File: src/rtl/coin_return_sequencer.sv
// Coin return sequencer: pays out a requested amount as dimes then nickels, one coin per hopper ack.
// Define COIN_INVENTORY_EN to enable finite coin inventories, restocking and shortage reporting.
module coin_return_sequencer #(
    parameter int unsigned N            = 6,
    parameter int unsigned INV_W        = 4,
    parameter int unsigned INIT_DIMES   = 10,
    parameter int unsigned INIT_NICKELS = 10
) (
    input  logic         clk,
    input  logic         reset,
    input  logic         req_valid,
    input  logic [N-1:0] req_amount,
    output logic         req_ready,
    input  logic         coin_ack,
    input  logic         load_dime,
    input  logic         load_nickel,
    output logic         dime_out,
    output logic         nickel_out,
    output logic         busy,
    output logic         done,
    output logic         short_out
);

    typedef enum logic [1:0] {StIdle, StDispense, StWaitAck, StDone} state_e;

    localparam logic [N-1:0] FIVE = N'(5);
    localparam logic [N-1:0] TEN  = N'(10);

    state_e       state;
    logic [N-1:0] remaining;
    logic [N-1:0] rounded_amount;
    logic         dime_avail;
    logic         nickel_avail;
    logic         can_dime;
    logic         can_nickel;
    logic         take_dime;
    logic         take_nickel;

    // Odd cents cannot be paid in dimes/nickels, so drop them up front.
    assign rounded_amount = req_amount - (req_amount % FIVE);

    assign can_dime    = (remaining >= TEN) && dime_avail;
    assign can_nickel  = (remaining >= FIVE) && nickel_avail;
    assign take_dime   = (state == StDispense) && can_dime;
    assign take_nickel = (state == StDispense) && !can_dime && can_nickel;

    assign req_ready = (state == StIdle);
    assign busy      = (state != StIdle);

`ifdef COIN_INVENTORY_EN
    localparam logic [INV_W-1:0] INV_MAX = '1;

    logic [INV_W-1:0] dime_inv;
    logic [INV_W-1:0] nickel_inv;

    assign dime_avail   = (dime_inv != '0);
    assign nickel_avail = (nickel_inv != '0);

    // A restock and a payout in the same cycle cancel out.
    always_ff @(posedge clk or posedge reset) begin
        if (reset) begin
            dime_inv   <= INV_W'(INIT_DIMES);
            nickel_inv <= INV_W'(INIT_NICKELS);
        end else begin
            if (load_dime && !take_dime) begin
                if (dime_inv != INV_MAX) begin
                    dime_inv <= dime_inv + 1'b1;
                end
            end else if (take_dime && !load_dime) begin
                dime_inv <= dime_inv - 1'b1;
            end

            if (load_nickel && !take_nickel) begin
                if (nickel_inv != INV_MAX) begin
                    nickel_inv <= nickel_inv + 1'b1;
                end
            end else if (take_nickel && !load_nickel) begin
                nickel_inv <= nickel_inv - 1'b1;
            end
        end
    end
`else
    logic        unused_load;
    logic [31:0] unused_cfg;

    assign dime_avail   = 1'b1;
    assign nickel_avail = 1'b1;
    assign short_out    = 1'b0;
    assign unused_load  = load_dime ^ load_nickel;
    assign unused_cfg   = 32'(INIT_DIMES + INIT_NICKELS + INV_W);
`endif

    always_ff @(posedge clk or posedge reset) begin
        if (reset) begin
            state      <= StIdle;
            remaining  <= '0;
            dime_out   <= 1'b0;
            nickel_out <= 1'b0;
            done       <= 1'b0;
`ifdef COIN_INVENTORY_EN
            short_out  <= 1'b0;
`endif
        end else begin
            dime_out   <= 1'b0;
            nickel_out <= 1'b0;
            done       <= 1'b0;
            unique case (state)
                StIdle: begin
                    if (req_valid) begin
                        remaining <= rounded_amount;
`ifdef COIN_INVENTORY_EN
                        short_out <= 1'b0;
`endif
                        state     <= StDispense;
                    end
                end
                StDispense: begin
                    if (take_dime) begin
                        dime_out  <= 1'b1;
                        remaining <= remaining - TEN;
                        state     <= StWaitAck;
                    end else if (take_nickel) begin
                        nickel_out <= 1'b1;
                        remaining  <= remaining - FIVE;
                        state      <= StWaitAck;
                    end else begin
                        // Nothing left to pay, or no usable coin: a non-zero balance is a shortage.
`ifdef COIN_INVENTORY_EN
                        short_out <= (remaining != '0);
`endif
                        done      <= 1'b1;
                        state     <= StDone;
                    end
                end
                StWaitAck: begin
                    if (coin_ack) begin
                        state <= StDispense;
                    end
                end
                StDone: begin
                    state <= StIdle;
                end
                default: begin
                    state <= StIdle;
                end
            endcase
        end
    end

    a_one_coin: assert property (@(posedge clk) disable iff (reset) !(dime_out && nickel_out));
    a_whole_nickels: assert property (@(posedge clk) disable iff (reset) (remaining % FIVE) == '0);

endmodule

File: config.mk
export PLATFORM = sky130hd
export DESIGN_NAME = coin_return_sequencer
export DESIGN_NICKNAME = d
export VERILOG_FILES = /design/src/rtl/coin_return_sequencer.sv
export SDC_FILE = /design/constraint.sdc
export NUM_CORES = 1
export LEC_CHECK = 0
export ABC_AREA = 1
export BUFFER_PORTS_ARGS = -buffer_cell sky130_fd_sc_hd__buf_2
export CAP_MARGIN = 40
export CORE_MARGIN = 2
export CORE_UTILIZATION = 30
export CTS_CLUSTER_SIZE = 12
export DETAILED_ROUTE_END_ITERATION = 12
export GPL_TIMING_DRIVEN = 0
export PLACE_DENSITY_LB_ADDON = 0.15
export SLEW_MARGIN = 0
export SYNTH_ARGS = -nofsm -noshare
export SYNTH_HDL_FRONTEND = slang
export SYNTH_SLANG_ARGS = --single-unit
File: constraint.sdc
create_clock -name clk -period 2.5 [get_ports clk]
set_input_delay 0.25 -clock clk [delete_from_list [all_inputs] [get_ports clk]]
set_output_delay 0.25 -clock clk [all_outputs]
set_load 0.02 [all_outputs]
=== Yosys cells after proc, flatten, opt, wreduce, memory -nomap -nowiden ===
Cells that the tools add are included.
Widths: inputs -> output; s select.

* Register bits after elaboration: 11
* Input port bits: 12
* Output and inout bits: 6
* Logic and storage cells: 43

* $add $sub $neg: 3
* Div/mod/pow operators: 1
* Order comparisons: 2
* Equality and inequality tests: 6
* Mux-type cells: 17
* Reduce and logical (&&, ||, !) cells: 9

{| class="wikitable"
|+ Operator list
! cell !! count
|-
| $mux 6 || 3
|-
| $pmux 6 s2 || 1
|-
| $mux 1 || 10
|-
| $pmux 2 s4 || 1
|-
| $ge 6x3->1 const B || 1
|-
| $ge 6x4->1 const B || 1
|-
| $mod 6x3->6 const B || 1
|-
| $sub 6x3->6 const B || 1
|-
| $sub 6x4->6 const B || 1
|-
| $sub 6x6->6 || 1
|-
| $eq 2x2->1 const B || 2
|-
| $mux 2 || 2
|-
| $ne 2x2->1 const B || 2
|-
| $reduce_bool 2->1 || 2
|-
| $logic_and 1x1->1 || 3
|-
| $ne 3x3->1 const B || 1
|-
| $reduce_and 3->1 || 1
|-
| $eq 2x1->1 const B || 1
|-
| $logic_not 2->1 || 1
|-
| $reduce_and 2->1 || 1
|-
| $logic_not 1->1 || 1
|}

=== Longest topological paths before layout ===
* Word-level depth: 7
* Gate-level depth with buffers: 39
* Mapped depth without buffers: 39

=== Worst setup path after synthesis ===
No wires, ideal clock.

* Kind: in2reg
* Start point: input req_amount[3]
* End point: register remaining[5]
* Setup time: 0.116 ns
* Data arrival time: 3.725 ns
* Required time: 2.384 ns
* Slack: -1.342 ns
* Cell stages on the path: 36
* Buffers on the path: 0
* Cells stage by stage: inv_2 > nand2_1 > nor2_1 > inv_1 > nand2_2 > nand2_2 > nand2_4 > ha_1 > inv_1 > nand3_1 > nand2_2 > inv_4 > nand2_4 > nand2_1 > and2_1 > ha_1 > inv_1 > or2_2 > nand2_4 > nand3_4 > mux2_4 > ha_1 > nand3_1 > nand2_1 > nand2_1 > nand2_1 > a21oi_1 > or2_2 > nand2_1 > nand3_1 > nand2_1 > inv_1 > nand2_1 > nand3_1 > nand2_1 > nand2_1

* Cells in the longest elaborated chain, start to end: 4

{| class="wikitable"
|+ RTL lines
! what !! line !! source
|-
| start, declared || 12 || <nowiki>input logic [N-1:0] req_amount,</nowiki>
|-
| $mod 6x3->6 || 40 || <nowiki>assign rounded_amount = req_amount - (req_amount % FIVE);</nowiki>
|-
| $sub 6x6->6 * || 40 ||
|-
| $mux 6 * || 109 || <nowiki>if (req_valid) begin</nowiki>
|-
| $pmux 6 s2 * || 107 || <nowiki>unique case (state)</nowiki>
|-
| end signal, assigned || 110 || <nowiki>remaining <= rounded_amount;</nowiki>
|-
| end signal, assigned || 120 || <nowiki>remaining <= remaining - TEN;</nowiki>
|-
| end signal, assigned || 124 || <nowiki>remaining <= remaining - FIVE;</nowiki>
|-
| end, declared || 30 || <nowiki>logic [N-1:0] remaining;</nowiki>
|}

Mark *: on every way between the ends. The rest lies on a longest branch, timed or not. The select of a mux whose other input is x is not followed.
A chain may end at the register's enable or synchronous reset.

=== Worst setup path in the final report ===
Ends and elaborated chain as after synthesis.

==> summary.txt <==
Place
  – Dpl cells: 267
  – HPWL reported at the end of detailed placement: 2500 um
  – Port bufs: 14
  – Routability congestion estimate: between 0.7 and 0.8
  – Placed Instance Area: 0.00167 mm^2

Setup path
  – Most frequent CP cell: nand2_2
  – Critical path startpoint category: input port
  – Worst R2R Setup Slack: 0.08 ns
  – Buf+Inv Stages, Crit Path: 6
  – CP max stage delay: 0.34 ns
  – Slowest stage cell, crit path: mux2_4
  – Top delay family on crit path: simple AND/OR/NAND/NOR gates
  – Worst setup path class: input port to flip-flop
  – Worst Path Max Fanout: 4
  – Critical path required time: about 2.6 ns
  – CP Capture Type: flip-flop
  – Data arrival, critical path: 3.71 ns

Clock network
  – Total clock sinks: 11
  – Cts-stage hold buffer count: 0
  – CTS tree: yes
  – H-tree Lvls: 1
  – Clk Latency, worst-skew pair: 0.24 ns
  – TritonCTS buffer count: 3
  – CTS Root Cell: clkbuf_8
  – Clock transition at path regs: 0.05 ns
  – Clock Path Buffers: 2

Timing
  – Clock Skew: 0.000452 ns
  – Hold_ws: -0.00836 ns
  – Final slew viol count: 0
  – Final hold vios: 11
  – Slew @ Worst Pin: roughly 0.62 ns
  – Fin worst setup slack: -1.07 ns
  – RSZ-0062 raised after global routing: yes
  – Tcrit/Tclk final: 1.43
  – Rel. slew slack: 0.574
  – Setup Viol. Count Final: 6
  – TNS Setup: -4.31 ns
  – Peak Freq: 280 MHz
  – Post-layout min period: between 3 and 4 ns

Routing
  – Vias: around 1400
  – # DRC: 0
  – Total Wirelength: around 3400 um
  – Vias per inst: 4.72
  – ANT nets after route: 0
  – Drt wl/cell: 11.5 um
  – Iteration-0 DRC Markers: 47
  – Pre-antenna DRT Iters: 4

Finish
  – Area grow syn2layout: 48.2%
  – Share of cells above drive strength 1: 0.480
  – Diode count: 0
  – Non-filler instance count after layout: ~300
  – Cell area after layout: 0.00209 mm^2
  – Layout net count: 275
  – Fillers: 464

Floorplanning
  – Starting Density: 0.318
  – I/O pin count: 18
  – Die height: 72.6 um
  – DIE AREA: between 0.005 and 0.006 mm^2
  – # rows: 24
  – Die W: 72.6 um
  – Core area: about 0.0044 mm^2

Logic synthesis
  – Most common cell in the synthesized netlist: nand2_1
  – Area leader, netlist: dfrtp_1
  – Syn_area_per_cell: 7.02 um^2
  – Synth top area share: 0.195
  – Sequential fraction of the synthesis area: 0.195
  – Netlist cell types: 38
  – Register bit total from synthesis: 11
  – Ranking of synthesized cells by area: dfrtp_1 20%, ha_1 13%, nand2_1 11%
  – Post-synth design cell area: 0.00141 mm^2
  – Synthesized net count: 229
  – Post-Syn Instances: roughly 200
  – Most used DFF post-synth: dfrtp_1
  – Post-synth EDFFs: 0
  – Synth warn: 0
  – Async SR Flop Fraction: 1.00
  – Top post-synthesis cells by count: 41 x nand2_1, 27 x inv_1, 15 x ha_1

Global routing
  – All-Layer GR Usage: 0.138
  – Global-route wire length before repair: 5880 um
  – Largest net degree at the start of global routing: 12
  – Vias in the first global route: 1342
  – Initial antenna violation count: 0
  – Total grt overflow: 0

Min path
  – HP Class: input port to async pin

Outcome
  – Outcome: finished, violations left
  – Violated checks: negative hold slack, negative setup slack

Pwr
  – P_leak: 1.03 nW
  – Peak VDD IR: roughly 270 uV
  – Pwr Total: 0.00179 W
  – Power per cell area: between 800 and 900 mW/mm^2

Flow run
  – Maximum capacitance violations: 0
[sequential cells by signal (all words and copies together) (netlist names)]
register	flops
remaining	6
state	2
dime_out	1
done	1
nickel_out	1
[cell families after synthesis]
kind of cell / after synthesis / share of synthesized area
compound gates: 35 / 0.142
xor+xnor: 5 / 0.0310
fa+ha+maj: 16 / 0.147
buf+inv: 36 / 0.100
flops: 11 / 0.195
mux: 1 / 0.0106
other cells: 1 / 0.00266
simple gates: 96 / 0.371
[final cells by class]
cell class              instances  area (um^2)  share of cell area
inverters                      35          158              0.0754
well taps                      52         65.1              0.0311
multi-input cells             154         1220               0.585
plain buffers                   1         7.51             0.00359
clock buffers                   4         45.0              0.0215
repair buffers                 41          318               0.152
flip-flops and latches         11          275               0.132
[cells in the final DEF (no fill, tap or decap), types with 4 or more instances in the layout]
cell / n
inv_1: 20
nand2_1: 29
o21ai_1: 5
buf_4: 27
nand3_2: 7
nor2_1: 10
o21ai_0: 6
nand2_4: 9
nand2_2: 14
inv_2: 10
ha_4: 7
buf_2: 10
dfrtp_1: 11
ha_1: 8
nand3_1: 7
inv_4: 4
a21oi_1: 11
[metal layers]
metal  routed length, um  vias up  track usage
met5                   0        -            0
met4                  86        0       0.0556
met3                  54        9       0.0193
met2                1680       19        0.235
met1                1610      635        0.176
li1                    -      744            -
[worst paths after layout]
kind | start | endpoint | cells past startpoint
setup / recovery | req_amount[3] | remaining[5] | 37
hold / removal | reset | dime_out | 2
setup reg to reg | remaining[1] | remaining[3] | 10
hold reg to reg | state[0] | state[0] | 1
max in group asynchronous | reset | state[1] | 2
min in group clk | coin_ack | state[0] | 3
[stage by stage]
stage	setup WS [ns]	util
finish	-1.07	0.471
global route	-1.32	0.471
CTS	-1.11	0.438
detailed placement	-1.67	0.375
global placement	-1.68	0.375
floorplan	-1.12	-
[repair_timing]
action                                  4_1_cts  5_1_grt
pin swaps                                    25       20
gates resized for setup                      25       22
endpoints found under the setup margin        6        6
setup buffers                                21        8
[power breakdown]
part           switching, W  leakage (nW)  internal, W
registers         0.0000853         0.138     0.000259
logic              0.000710         0.871     0.000556
clock network     0.0000663        0.0228     0.000112
total              0.000862          1.03     0.000927
Power figures use the tool's default switching activity.
